==> src/rtl/cic_rr_arbiter.sv <==
// Merges several CIC decimator outputs onto one valid/ready stream.
// Per-channel holding registers are drained in round-robin order.
module cic_rr_arbiter #(
  parameter int NUM_CH = 4,
  parameter int DW     = 32,
  parameter int CW     = 2
) (
  input  logic                 clk,
  input  logic                 rst,
  input  logic [NUM_CH*DW-1:0] ch_data,
  input  logic [NUM_CH-1:0]    ch_rdy,
  output logic [DW-1:0]        out_data,
  output logic [CW-1:0]        out_ch,
  output logic                 out_valid,
  input  logic                 out_ready,
  output logic [NUM_CH-1:0]    overflow,
  input  logic                 clr_ovf
);

  typedef enum logic {
    IDLE = 1'b0,
    SEND = 1'b1
  } state_t;

  state_t state_q, state_d;

  logic [DW-1:0]     hold_q [NUM_CH];
  logic [DW-1:0]     hold_d [NUM_CH];
  logic [NUM_CH-1:0] pend_q, pend_d;
  logic [NUM_CH-1:0] ovf_q, ovf_d;
  logic [NUM_CH-1:0] gnt;
  logic [CW-1:0]     last_q, last_d;
  logic [CW-1:0]     out_ch_q, out_ch_d;
  logic [DW-1:0]     out_data_q, out_data_d;
  logic [CW-1:0]     sel;
  logic [CW:0]       rr_sum;
  logic              found;
  logic              opp;

  assign opp = (state_q == IDLE) || out_ready;

  // Search starts one past the last winner and wraps modulo NUM_CH.
  always_comb begin
    found  = 1'b0;
    sel    = '0;
    rr_sum = '0;
    for (int k = 1; k <= NUM_CH; k++) begin
      rr_sum = {1'b0, last_q} + (CW+1)'(k);
      if (rr_sum >= (CW+1)'(NUM_CH))
        rr_sum = rr_sum - (CW+1)'(NUM_CH);
      if (!found && pend_q[rr_sum[CW-1:0]]) begin
        found = 1'b1;
        sel   = rr_sum[CW-1:0];
      end
    end
  end

  always_comb begin
    gnt = '0;
    if (opp && found)
      gnt[sel] = 1'b1;
  end

  // A strobe on the granted channel refills it without loss.
  always_comb begin
    pend_d = pend_q;
    hold_d = hold_q;
    ovf_d  = clr_ovf ? '0 : ovf_q;
    for (int i = 0; i < NUM_CH; i++) begin
      if (gnt[i])
        pend_d[i] = 1'b0;
      if (ch_rdy[i]) begin
        hold_d[i] = ch_data[i*DW +: DW];
        pend_d[i] = 1'b1;
        if (pend_q[i] && !gnt[i])
          ovf_d[i] = 1'b1;
      end
    end
  end

  always_comb begin
    state_d    = state_q;
    last_d     = last_q;
    out_data_d = out_data_q;
    out_ch_d   = out_ch_q;
    if (opp) begin
      unique case (found)
        1'b1: begin
          state_d    = SEND;
          last_d     = sel;
          out_data_d = hold_q[sel];
          out_ch_d   = sel;
        end
        default: state_d = IDLE;
      endcase
    end
  end

  always_ff @(posedge clk) begin
    if (rst) begin
      state_q    <= IDLE;
      last_q     <= CW'(NUM_CH-1);
      pend_q     <= '0;
      ovf_q      <= '0;
      out_data_q <= '0;
      out_ch_q   <= '0;
      for (int i = 0; i < NUM_CH; i++)
        hold_q[i] <= '0;
    end else begin
      state_q    <= state_d;
      last_q     <= last_d;
      pend_q     <= pend_d;
      ovf_q      <= ovf_d;
      out_data_q <= out_data_d;
      out_ch_q   <= out_ch_d;
      for (int i = 0; i < NUM_CH; i++)
        hold_q[i] <= hold_d[i];
    end
  end

  assign out_valid = (state_q == SEND);
  assign out_data  = out_data_q;
  assign out_ch    = out_ch_q;
  assign overflow  = ovf_q;

endmodule

==> config.mk <==
export PLATFORM = sky130hd
export DESIGN_NAME = cic_rr_arbiter
export DESIGN_NICKNAME = d
export VERILOG_FILES = /design/src/rtl/cic_rr_arbiter.sv
export SDC_FILE = /design/constraint.sdc
export NUM_CORES = 1
export LEC_CHECK = 0
export CAP_MARGIN = 20
export CORE_ASPECT_RATIO = 1.1
export CORE_MARGIN = 4
export CORE_UTILIZATION = 40
export DETAILED_ROUTE_END_ITERATION = 10
export MAX_ROUTING_LAYER = met4
export PLACE_DENSITY = 0.66
export SLEW_MARGIN = 10
export SYNTH_ARGS = -nofsm -noshare
export SYNTH_HDL_FRONTEND = slang
export SYNTH_SLANG_ARGS = --single-unit
==> constraint.sdc <==
create_clock -name clk -period 5.1 [get_ports clk]
set_input_delay 1.53 -clock clk [delete_from_list [all_inputs] [get_ports clk]]
set_output_delay 1.53 -clock clk [all_outputs]
set_load 0.01 [all_outputs]
==> results of run 1 <==
==> synth_stat cells, drive strengths merged <==
library cell	count
o221ai	17
and2	1
mux2i	162
a21boi	1
nand3b	17
o21bai	1
o21ai	5
nor2	150
nor4	15
nand2b	3
and4	15
o22ai	1
a211oi	15
inv	19
or3b	4
a2111oi	15
and3	2
clkbuf	36
o31ai	7
a31oi	16
o41ai	1
dfxtp	173
and2b	1
a21o	1
nand3	1
nor2b	1
nor3	1
a21oi	6
nand2	7
buf	27
or2	1
==> power groups by stage <==
stage	logic (uW)	clock network, uW	registers [uW]
2_1_floorplan	424	0	1550
3_3_place_gp	704	0	1550
3_5_place_dp	709	0	1550
4_1_cts	712	1430	1520
5_1_grt	758	1480	1530
6_report	707	1410	1520
==> how the worst min path moves through the flow <==
stage,start,to,slack [ps],cells past startpoint
6_report,out_ch[1]$_SDFFE_PP0P_,out_ch[1]$_SDFFE_PP0P_,480,2
5_1_grt,out_ch[1]$_SDFFE_PP0P_,out_ch[1]$_SDFFE_PP0P_,500,2
4_1_cts,out_ch[1]$_SDFFE_PP0P_,out_ch[1]$_SDFFE_PP0P_,480,2
3_5_place_dp,out_ch[1]$_SDFFE_PP0P_,out_ch[1]$_SDFFE_PP0P_,470,2
3_3_place_gp,hold_q[96]$_SDFFE_PP0P_,hold_q[96]$_SDFFE_PP0P_,470,2
2_1_floorplan,hold_q[100]$_SDFFE_PP0P_,hold_q[100]$_SDFFE_PP0P_,450,2
==> logic make-up after synthesis <==
kind of cell           count (synthesis)  synth area share
DFF                                  173            0.4633
buffers and inverters                 82           0.05055
muxes                                162            0.2169
AOI/OAI and AO/OA                     86            0.1185
and+or+nand+nor                      219            0.1507
==> per-layer routing <==
| metal | global-route usage | part of all wire | vias up |
|---|---|---|---|
| li1 | - | - | 2849 |
| met1 | 0.2849 | 0.49 | 2731 |
| met2 | 0.2920 | 0.45 | 150 |
| met3 | 0.03726 | 0.043 | 21 |
| met4 | 0.06374 | 0.014 | 0 |
| met5 | - | 0 | - |
==> registers in the layout, summed over array words and instances, names as in the netlist <==
register and cells:
hold_q 128, out_data 32, last_q 2, out_ch 2, pend_q 4, out_valid 1, overflow 4
==> area by class of cell <==
class | count | area share
Multi-Input combinational cell | 467 | 0.3672
Sequential cell | 173 | 0.3480
Timing Repair Buffer | 184 | 0.1819
Clock buffer | 23 | 0.04904
Tap cell | 243 | 0.03055
Clock inverter | 9 | 0.01584
Inverter | 19 | 0.007167
Antenna cell | 1 | 0.0002515
==> through the flow <==
stage | hold slack, ps | utilization | setup WS, ps | total power [uW] | area (sq um)
after global placement | 466.0 | 0.5052 | 1771 | 2255 | 9303
after CTS | 475.2 | 0.5403 | 2158 | 3664 | 9948
after floorplan | 452.1 | - | 2424 | 1969 | 7475
final | 476.8 | 0.5404 | 2129 | 3639 | 9951
after global routing | 496.6 | 0.5404 | 2008 | 3774 | 9951
after detailed placement | 466.3 | 0.5052 | 1720 | 2260 | 9303
==> critical path, delay by kind of cell <==
family                 cells  cell delay (ps)
AO/OA/AOI/OAI              2              240
buffers and inverters      2              990
AND/OR/NAND/NOR            2              520
==> metrics.yaml, run 1 <==
net-switching-power_uw: 973.4
vias_per_cell: 5.139
ctsLongestPathBuffers: 2
slew_viol_final: 0
rows: 52
drt_iter0_drc: 495
critPathLaunch: "out_ready"
ys_warn_count: 0
worstSetupPathType: "in2reg"
regToRegStartpoint: "pend_q[3]$_SDFFE_PP0P_"
dpl.hpwl_um: 14140
rsz0062_at_grt: "false"
critPathLaunchType: "input port"
cts_root_buffer: "clkbuf_16"
area_growth_pct: 33.13
detail-route-antenna-nets: 0
fmaxAchievable_ghz: 0.3366
slew_headroom: 0.2850
grt_pass1_wl_um: 31900
syn_nets: 858
cts_hold_buf: 0
fill_cells: 1654
globalplace.congestion: 0.8289
regArea_sq_mm: 0.003463
final_cell_mix: "173 x dfxtp_1, 169 x clkdlybuf4s50_1, 162 x mux2i_1, 150 x nor2_1, 19 x inv_1"
placed_cells: 1086
crit_end: "out_data[2]$_SDFFE_PP0P_"
critPathMaxFanout: 37
cts_tree: "done"
grt-ovfl-total: 0
critPathRequiredTime_ps: 5430
synth_cells: 722
final_nets: 998
synth_top_area_cell: "dfxtp_1"
intPower_uw: 2666
finClkSkew_ps: 6.429
clk_pin_slew_ps: 60
clkPwrFrac: 0.387
yosysTopAreaCellShare: 0.4633
p_per_area_mw_per_mm2: 365.7
synth_cell_type_count: 39
max_stage_delay_ps: 600
ir_worst_vdd_uv: 253.5
port-buffer-count: 174
dieArea_sq_mm: 0.02094
cap_violations: 0
postCtsSetupBuffers: 0
hold_class: "reg2reg"
clkLatencyLatePin_ps: 430
seqPwrFrac: 0.418
switching_share: 0.2674
layout_min_cycle_time_ps: 2971
drc: 0
arrival_ps: 3300
core_area_sq_mm: 0.01841
dieWidth_um: 138.3
slowest_stage: "buf_4"
rr_endpoint: "out_data[20]$_SDFFE_PP0P_"
initial_core_util: 0.4060
final_cells: 1119
wl_per_cell_um: 18.78
ys_ff_latch: 173
htreeDepth: 4
netlist_area_sq_mm: 0.007475
combPwrFrac: 0.194
grt.total_usage: 0.2013
antenna_found_initial: 1
worst_slew_pin_slew_ps: 1072
cts_buffers: 17
p_leak_uw: 0.004062
dr.pass1.iters: 5
fin_crit_sh: 0.5826
multiInputGateArea_sq_mm: 0.003654
grt_pass1_vias: 5549
layout_commonest_cell: "dfxtp_1"
cts.sinks: 173
crit_chain: "clkdlybuf4s50_1 > nand2b_1 > o41ai_2 > buf_4 > a2111oi_0 > nor4_1"
dr_total_vias: 5751
ys_top_cells_by_area: "dfxtp_1 46%, mux2i_1 22%, nor2_1 7.5%"
rrSetupSlack_ps: 2170
die_h_um: 151.4
status: "complete, no violations"
final-hold-violation-count: 0
setup_viol: 0
seq_area_frac_synth: 0.4633
reg2regPathDepth: 5
grt_max_degree: 178
ios: 175
worst_setup_path_end_kind: "flip-flop"
cts_resized: 0
drive_above_1_share: 0.09143
drt-total-wl_um: 21010
synth.avg_cell_area_sq_um: 10.35
fin_tns_setup_ps: 0
Note: power is estimated with default switching activity, not from simulation.
==> run 2, diff against run 1 <==
- PLACE_DENSITY: 0.66 -> 0.69
- clock period: 5.1 -> 2.5 ns (I/O delays scaled with it)
==> run 2 against run 1 <==
Against the previous run:
- global-route usage grew 0.15 points
- wire length shrank 1.5%
- sequential power grew 100%
- via count grew 0.52%
- setup slack lost 1900 ps
- register-to-register slack lost 2000 ps
- critical path depth shrank 1
==> metrics.yaml, run 2 (same netlist as run 1, synthesis figures left out) <==
status: "complete, no violations"
dr.pass1.iters: 4  # -1
p_leak_uw: 0.004212  # +3.7%
clkLatencyLatePin_ps: 420  # about the same
slew_viol_final: 0  # unchanged
cts_root_buffer: "clkbuf_16"
core_area_sq_mm: 0.01841  # unchanged
cts.sinks: 173  # unchanged
wl_met2_um: 9402  # -0.67%
drive_above_1_share: 0.1116  # +0.02018
layout_min_cycle_time_ps: 2297
min_path_cells: 2  # unchanged
drt_iter0_drc: 360  # -27%
grt_max_degree: 84  # -53%
final-hold-violation-count: 0  # unchanged
setup_viol: 0  # unchanged
port-buffer-count: 174  # unchanged
worstHoldEndpoint: "out_ch[1]$_SDFFE_PP0P_"
wl_met1_um: 10080  # -2.7%
drc: 0  # unchanged
dieArea_sq_mm: 0.02094  # unchanged
cts_hold_buf: 0  # unchanged
dpl.hpwl_um: 14700  # +3.9%
rows: 52  # unchanged
post-route-util: 0.5547  # +0.01427
cap_violations: 0  # unchanged
rrSetupSlack_ps: 200  # -1970 ps
wl_per_cell_um: 18.18  # -3.2%
whs_ps: 475.4  # -1.377 ps
clk_pin_slew_ps: 70  # about the same
hold_class: "reg2reg"
critPathLaunchType: "flip-flop"
grt-ovfl-total: 0  # unchanged
ir_worst_vdd_uv: 582.6  # +130%
globalplace.congestion: 0.8213  # -0.92%
grt.total_usage: 0.2027  # +0.001473
worst_setup_path_end_kind: "flip-flop"
highest_layer: "met4"
area_growth_pct: 36.64
rsz0062_at_grt: "false"
detail-route-antenna-nets: 0  # unchanged
fmaxAchievable_ghz: 0.4353
p_per_area_mw_per_mm2: 738.2  # +100%
cts_buffers: 17  # unchanged
ios: 175  # unchanged
regArea_sq_mm: 0.003463  # unchanged
top_register: "hold_q"
slew_headroom: 0.4693  # +0.1843
initial_core_util: 0.4060  # unchanged
critPathRequiredTime_ps: 2800  # -2630 ps
htreeDepth: 4  # unchanged
layout_commonest_cell: "dfxtp_1"
vias_per_cell: 5.076  # -1.2%
largest_reg_flops: 128  # unchanged
dieWidth_um: 138.3  # unchanged
worst_slew_pin_slew_ps: 787.4  # -285.1 ps
multiInputGateArea_sq_mm: 0.003654  # unchanged
arrival_ps: 2590  # -710 ps
final_nets: 1021  # +2.3%
dr_total_vias: 5781  # +0.52%
finClkSkew_ps: 6.339  # -0.09007 ps
grt_pass1_wl_um: 32430  # +1.7%
hold_start: "out_ch[1]$_SDFFE_PP0P_"
postCtsSetupBuffers: 0  # unchanged
rr_endpoint: "out_data[26]$_SDFFE_PP0P_"
regToRegStartpoint: "pend_q[3]$_SDFFE_PP0P_"
cts_tree: "done"
fin_crit_sh: 0.9189
cts_resized: 0  # unchanged
worstSetupPathType: "reg2reg"
fill_cells: 1597  # -3.4%
wl_met3_um: 955  # +6.7%
diodes: 0  # -1
ctsLongestPathBuffers: 2  # unchanged
reg2regPathDepth: 5  # unchanged
fin_tns_setup_ps: 0  # unchanged
antenna_found_initial: 0  # -1
drt-total-wl_um: 20700  # -1.5%
final_cell_mix: "173 x dfxtp_1, 169 x clkdlybuf4s50_1, 162 x mux2i_1, 150 x nor2_1, 24 x buf_4"
die_h_um: 151.4  # unchanged
critPathMaxFanout: 13  # -65%
grt_pass1_vias: 5779  # +4.1%
==> run 2: cell types whose count changed in the layout (fill, tap and decap cells not counted), sizes merged <==
cell and delta:
clkinvlp -2, clkinv -1, buf +23, bufinv +1, diode -1
==> run 2: final cells by class <==
cell class | instances | area share
clock buffers | 23 | 0.04680
inverters | 19 | 0.006983
flip-flops and latches | 173 | 0.3391
multi-input cells | 467 | 0.3577
repair buffers | 207 | 0.2040
well taps | 243 | 0.02977
clock inverters | 7 | 0.01568
==> run 2: how the worst max path moves through the flow <==
stage | slack, ps | cells past startpoint | startpoint | endpoint
floorplan | 600 | 6 | out_ready | out_data[18]$_SDFFE_PP0P_
global placement | 160 | 7 | out_ready | out_data[4]$_SDFFE_PP0P_
detailed placement | 100 | 8 | out_ready | out_data[8]$_SDFFE_PP0P_
CTS | 240 | 5 | pend_q[3]$_SDFFE_PP0P_ | out_data[26]$_SDFFE_PP0P_
global route | 80 | 5 | pend_q[3]$_SDFFE_PP0P_ | out_data[26]$_SDFFE_PP0P_
finish | 200 | 5 | pend_q[3]$_SDFFE_PP0P_ | out_data[26]$_SDFFE_PP0P_
==> run 2: routing by layer <==
metal / GRT usage / vias to the layer above
li1: - / 2895
met1: 0.2799 / 2730
met2: 0.3013 / 134
met3: 0.04136 / 22
met4: 0.06126 / 0
met5: - / -
==> run 2: critical path, stage by stage, from the launching register on <==
cell,delay (ps)
dfxtp_1,380
o21ai_2,590
and3_4,470
buf_12,230
mux2i_1,310
o221ai_1,160
==> run 2: where the power goes <==
group	switching [uW]	total, uW	internal [uW]
sequential	131	3100	2970
clock	1040	2880	1840
combinational	782	1560	780
total	1950	7540	5590
==> run 2: through the flow <==
stage / power [uW] / setup WS, ps / instances / instance area, sq um
final: 7540 / 202.8 / 1139 / 10210
after global routing: 7841 / 83.61 / 1139 / 10210
after CTS: 7585 / 235.7 / 1139 / 10210
after detailed placement: 4714 / 104.5 / 1109 / 9575
after global placement: 4696 / 162.5 / 1109 / 9575
after floorplan: 4017 / 603.9 / 722 / 7475
==> run 3, diff against run 2 <==
- CORE_UTILIZATION: 40 -> 45
- PLACE_DENSITY: 0.69 -> 0.76
==> run 3 against run 2 <==
Against the previous run:
- register-to-register slack improved by 60 ps
- combinational power about the same
- cell count decreased by 3.6%
- core utilization increased by 6.4 points
- cell area decreased by 1.2%
- global-route usage increased by 1.8 points
- non-clock buffer count decreased by 4
- power decreased by 4.1%
- die area decreased by 11%
- sequential power about the same
- clock power decreased by 10%
- critical path type unchanged
- critical endpoint is now out_data[0]$_SDFFE_PP0P_
- largest cell class unchanged
==> metrics.yaml, run 3 (same netlist as run 1, synthesis figures left out) <==
status: "complete, no violations"
cts_resized: 0  # unchanged
layout_commonest_cell: "dfxtp_1"
cts.sinks: 173  # unchanged
dpl.hpwl_um: 14490  # -1.4%
regToRegStartpoint: "pend_q[2]$_SDFFE_PP0P_"
area_growth_pct: 35.05
final_nets: 1017  # -0.39%
critPathLaunch: "pend_q[2]$_SDFFE_PP0P_"
worstSetupPathType: "reg2reg"
globalplace.congestion: 0.7949  # -3.2%
final_cells: 1098  # -3.6%
postCtsSetupBuffers: 0  # unchanged
fin_tns_setup_ps: 0  # unchanged
core_area_sq_mm: 0.01631  # -11%
rrSetupSlack_ps: 260  # +60 ps
dieArea_sq_mm: 0.01874  # -11%
detail-route-antenna-nets: 0  # unchanged
post-route-util: 0.6190  # +0.06429
crit_end: "out_data[0]$_SDFFE_PP0P_"
ios: 175  # unchanged
worst_setup_path_end_kind: "flip-flop"
dr_total_vias: 5958  # +3.1%
top_register: "hold_q"
grt_pass1_vias: 5631  # -2.6%
vias_per_cell: 5.426  # +6.9%
initial_core_util: 0.4583  # +0.05239
reg2regPathDepth: 6  # +1
setup_slack_ps: 261.4  # +58.51 ps
critPathLaunchType: "flip-flop"
final-hold-violation-count: 0  # unchanged
dr.pass1.iters: 5  # +1
largest_reg_flops: 128  # unchanged
p_leak_uw: 0.004163  # -1.2%
clkLatencyLatePin_ps: 430  # about the same
htreeDepth: 4  # unchanged
hold_start: "hold_q[101]$_SDFFE_PP0P_"
die_h_um: 143.2  # -5.4%
drive_above_1_share: 0.1064  # -0.005224
slew_viol_final: 0  # unchanged
fmaxAchievable_ghz: 0.4467  # +2.6%
wl_per_cell_um: 18.54  # +2.0%
cts_hold_buf: 0  # unchanged
grt_max_degree: 52  # -38%
grt.total_usage: 0.2212  # +0.01844
ctsLongestPathBuffers: 2  # unchanged
slew_headroom: 0.6454  # +0.1760
worst_slew_pin_slew_ps: 531.9  # -255.5 ps
cap_violations: 0  # unchanged
drc: 0  # unchanged
placed_cells: 1066  # -3.9%
port-buffer-count: 174  # unchanged
arrival_ps: 2530  # -60 ps
clk_pin_slew_ps: 60  # about the same
fin_crit_sh: 0.8955  # -0.02340
rsz0062_at_grt: "false"
critPathRequiredTime_ps: 2790  # about the same
rr_endpoint: "out_data[0]$_SDFFE_PP0P_"
hold_class: "reg2reg"
final_cell_mix: "173 x dfxtp_1, 169 x clkdlybuf4s50_1, 162 x mux2i_1, 150 x nor2_1, 19 x inv_1"
p_per_area_mw_per_mm2: 716.2  # -3.0%
grt-ovfl-total: 0  # unchanged
rows: 49  # -5.8%
ir_worst_vdd_uv: 530.8  # -8.9%
finClkSkew_ps: 6.182  # -0.1570 ps
cts_root_buffer: "clkbuf_16"
grt_pass1_wl_um: 31050  # -4.3%
post-place-ws_ps: 112.9  # +8.410 ps
layout_min_cycle_time_ps: 2239  # -58.51 ps
cts_buffers: 17  # unchanged
cts_tree: "done"
critPathMaxFanout: 15  # +2
setup_viol: 0  # unchanged
drt_iter0_drc: 617  # +71%
antenna_found_initial: 1  # +1
dieWidth_um: 130.9  # -5.4%
drt-total-wl_um: 20360  # -1.7%
[run 3: cell types whose count changed in the layout (fill, tap and decap cells not counted), sizes merged]
cell / before / now
diode: 0 / 1
buf: 38 / 34
clkbuf: 23 / 25
clkinvlp: 0 / 2
bufinv: 5 / 2
[run 3: layout make-up]
type	instances	area, sq um
Antenna cell	1	2.502
Clock buffer	25	485.5
Clock inverter	6	85.08
Fill cell	1347	6213
Inverter	19	71.32
Multi-Input combinational cell	467	3654
Sequential cell	173	3463
Tap cell	204	255.2
Timing Repair Buffer	203	2078
[run 3: routing by layer]
layer  global-route usage  vias up  wire, um
met1               0.3114     2860      9761
met3              0.05350       33      1177
li1                     -     2886         -
met4              0.06659        0       397
met2               0.3142      179      9020
met5                    -        -         0
[run 3: how the worst min path moves through the flow]
stage | end | depth (start not counted)
after floorplan | hold_q[100]$_SDFFE_PP0P_ | 2
after detailed placement | hold_q[120]$_SDFFE_PP0P_ | 2
final | hold_q[101]$_SDFFE_PP0P_ | 2
after CTS | hold_q[120]$_SDFFE_PP0P_ | 2
after global placement | hold_q[107]$_SDFFE_PP0P_ | 2
after global routing | out_ch[1]$_SDFFE_PP0P_ | 2
[run 3: critical path, stage by stage, from the launching register on]
cell and delay (ps):
dfxtp_1 360, nor2_1 310, o21ai_2 250, and3_4 360, buf_12 210, a2111oi_0 500
nor4_1 100
[run 3: where the power goes]
part | leakage, uW | internal (uW) | switching, uW
clock network | 0.000273 | 1540 | 1040
registers | 0.00143 | 2970 | 145
logic | 0.00246 | 775 | 760
[run 3: stage by stage]
| step | total power (uW) | area [sq um] | hold slack, ps |
|---|---|---|---|
| after floorplan | 4017 | 7475 | 452.1 |
| after global placement | 4670 | 9522 | 470.1 |
| after detailed placement | 4693 | 9522 | 478.4 |
| after CTS | 7257 | 10090 | 493.6 |
| after global routing | 7504 | 10090 | 519.3 |
| final | 7230 | 10090 | 489.8 |
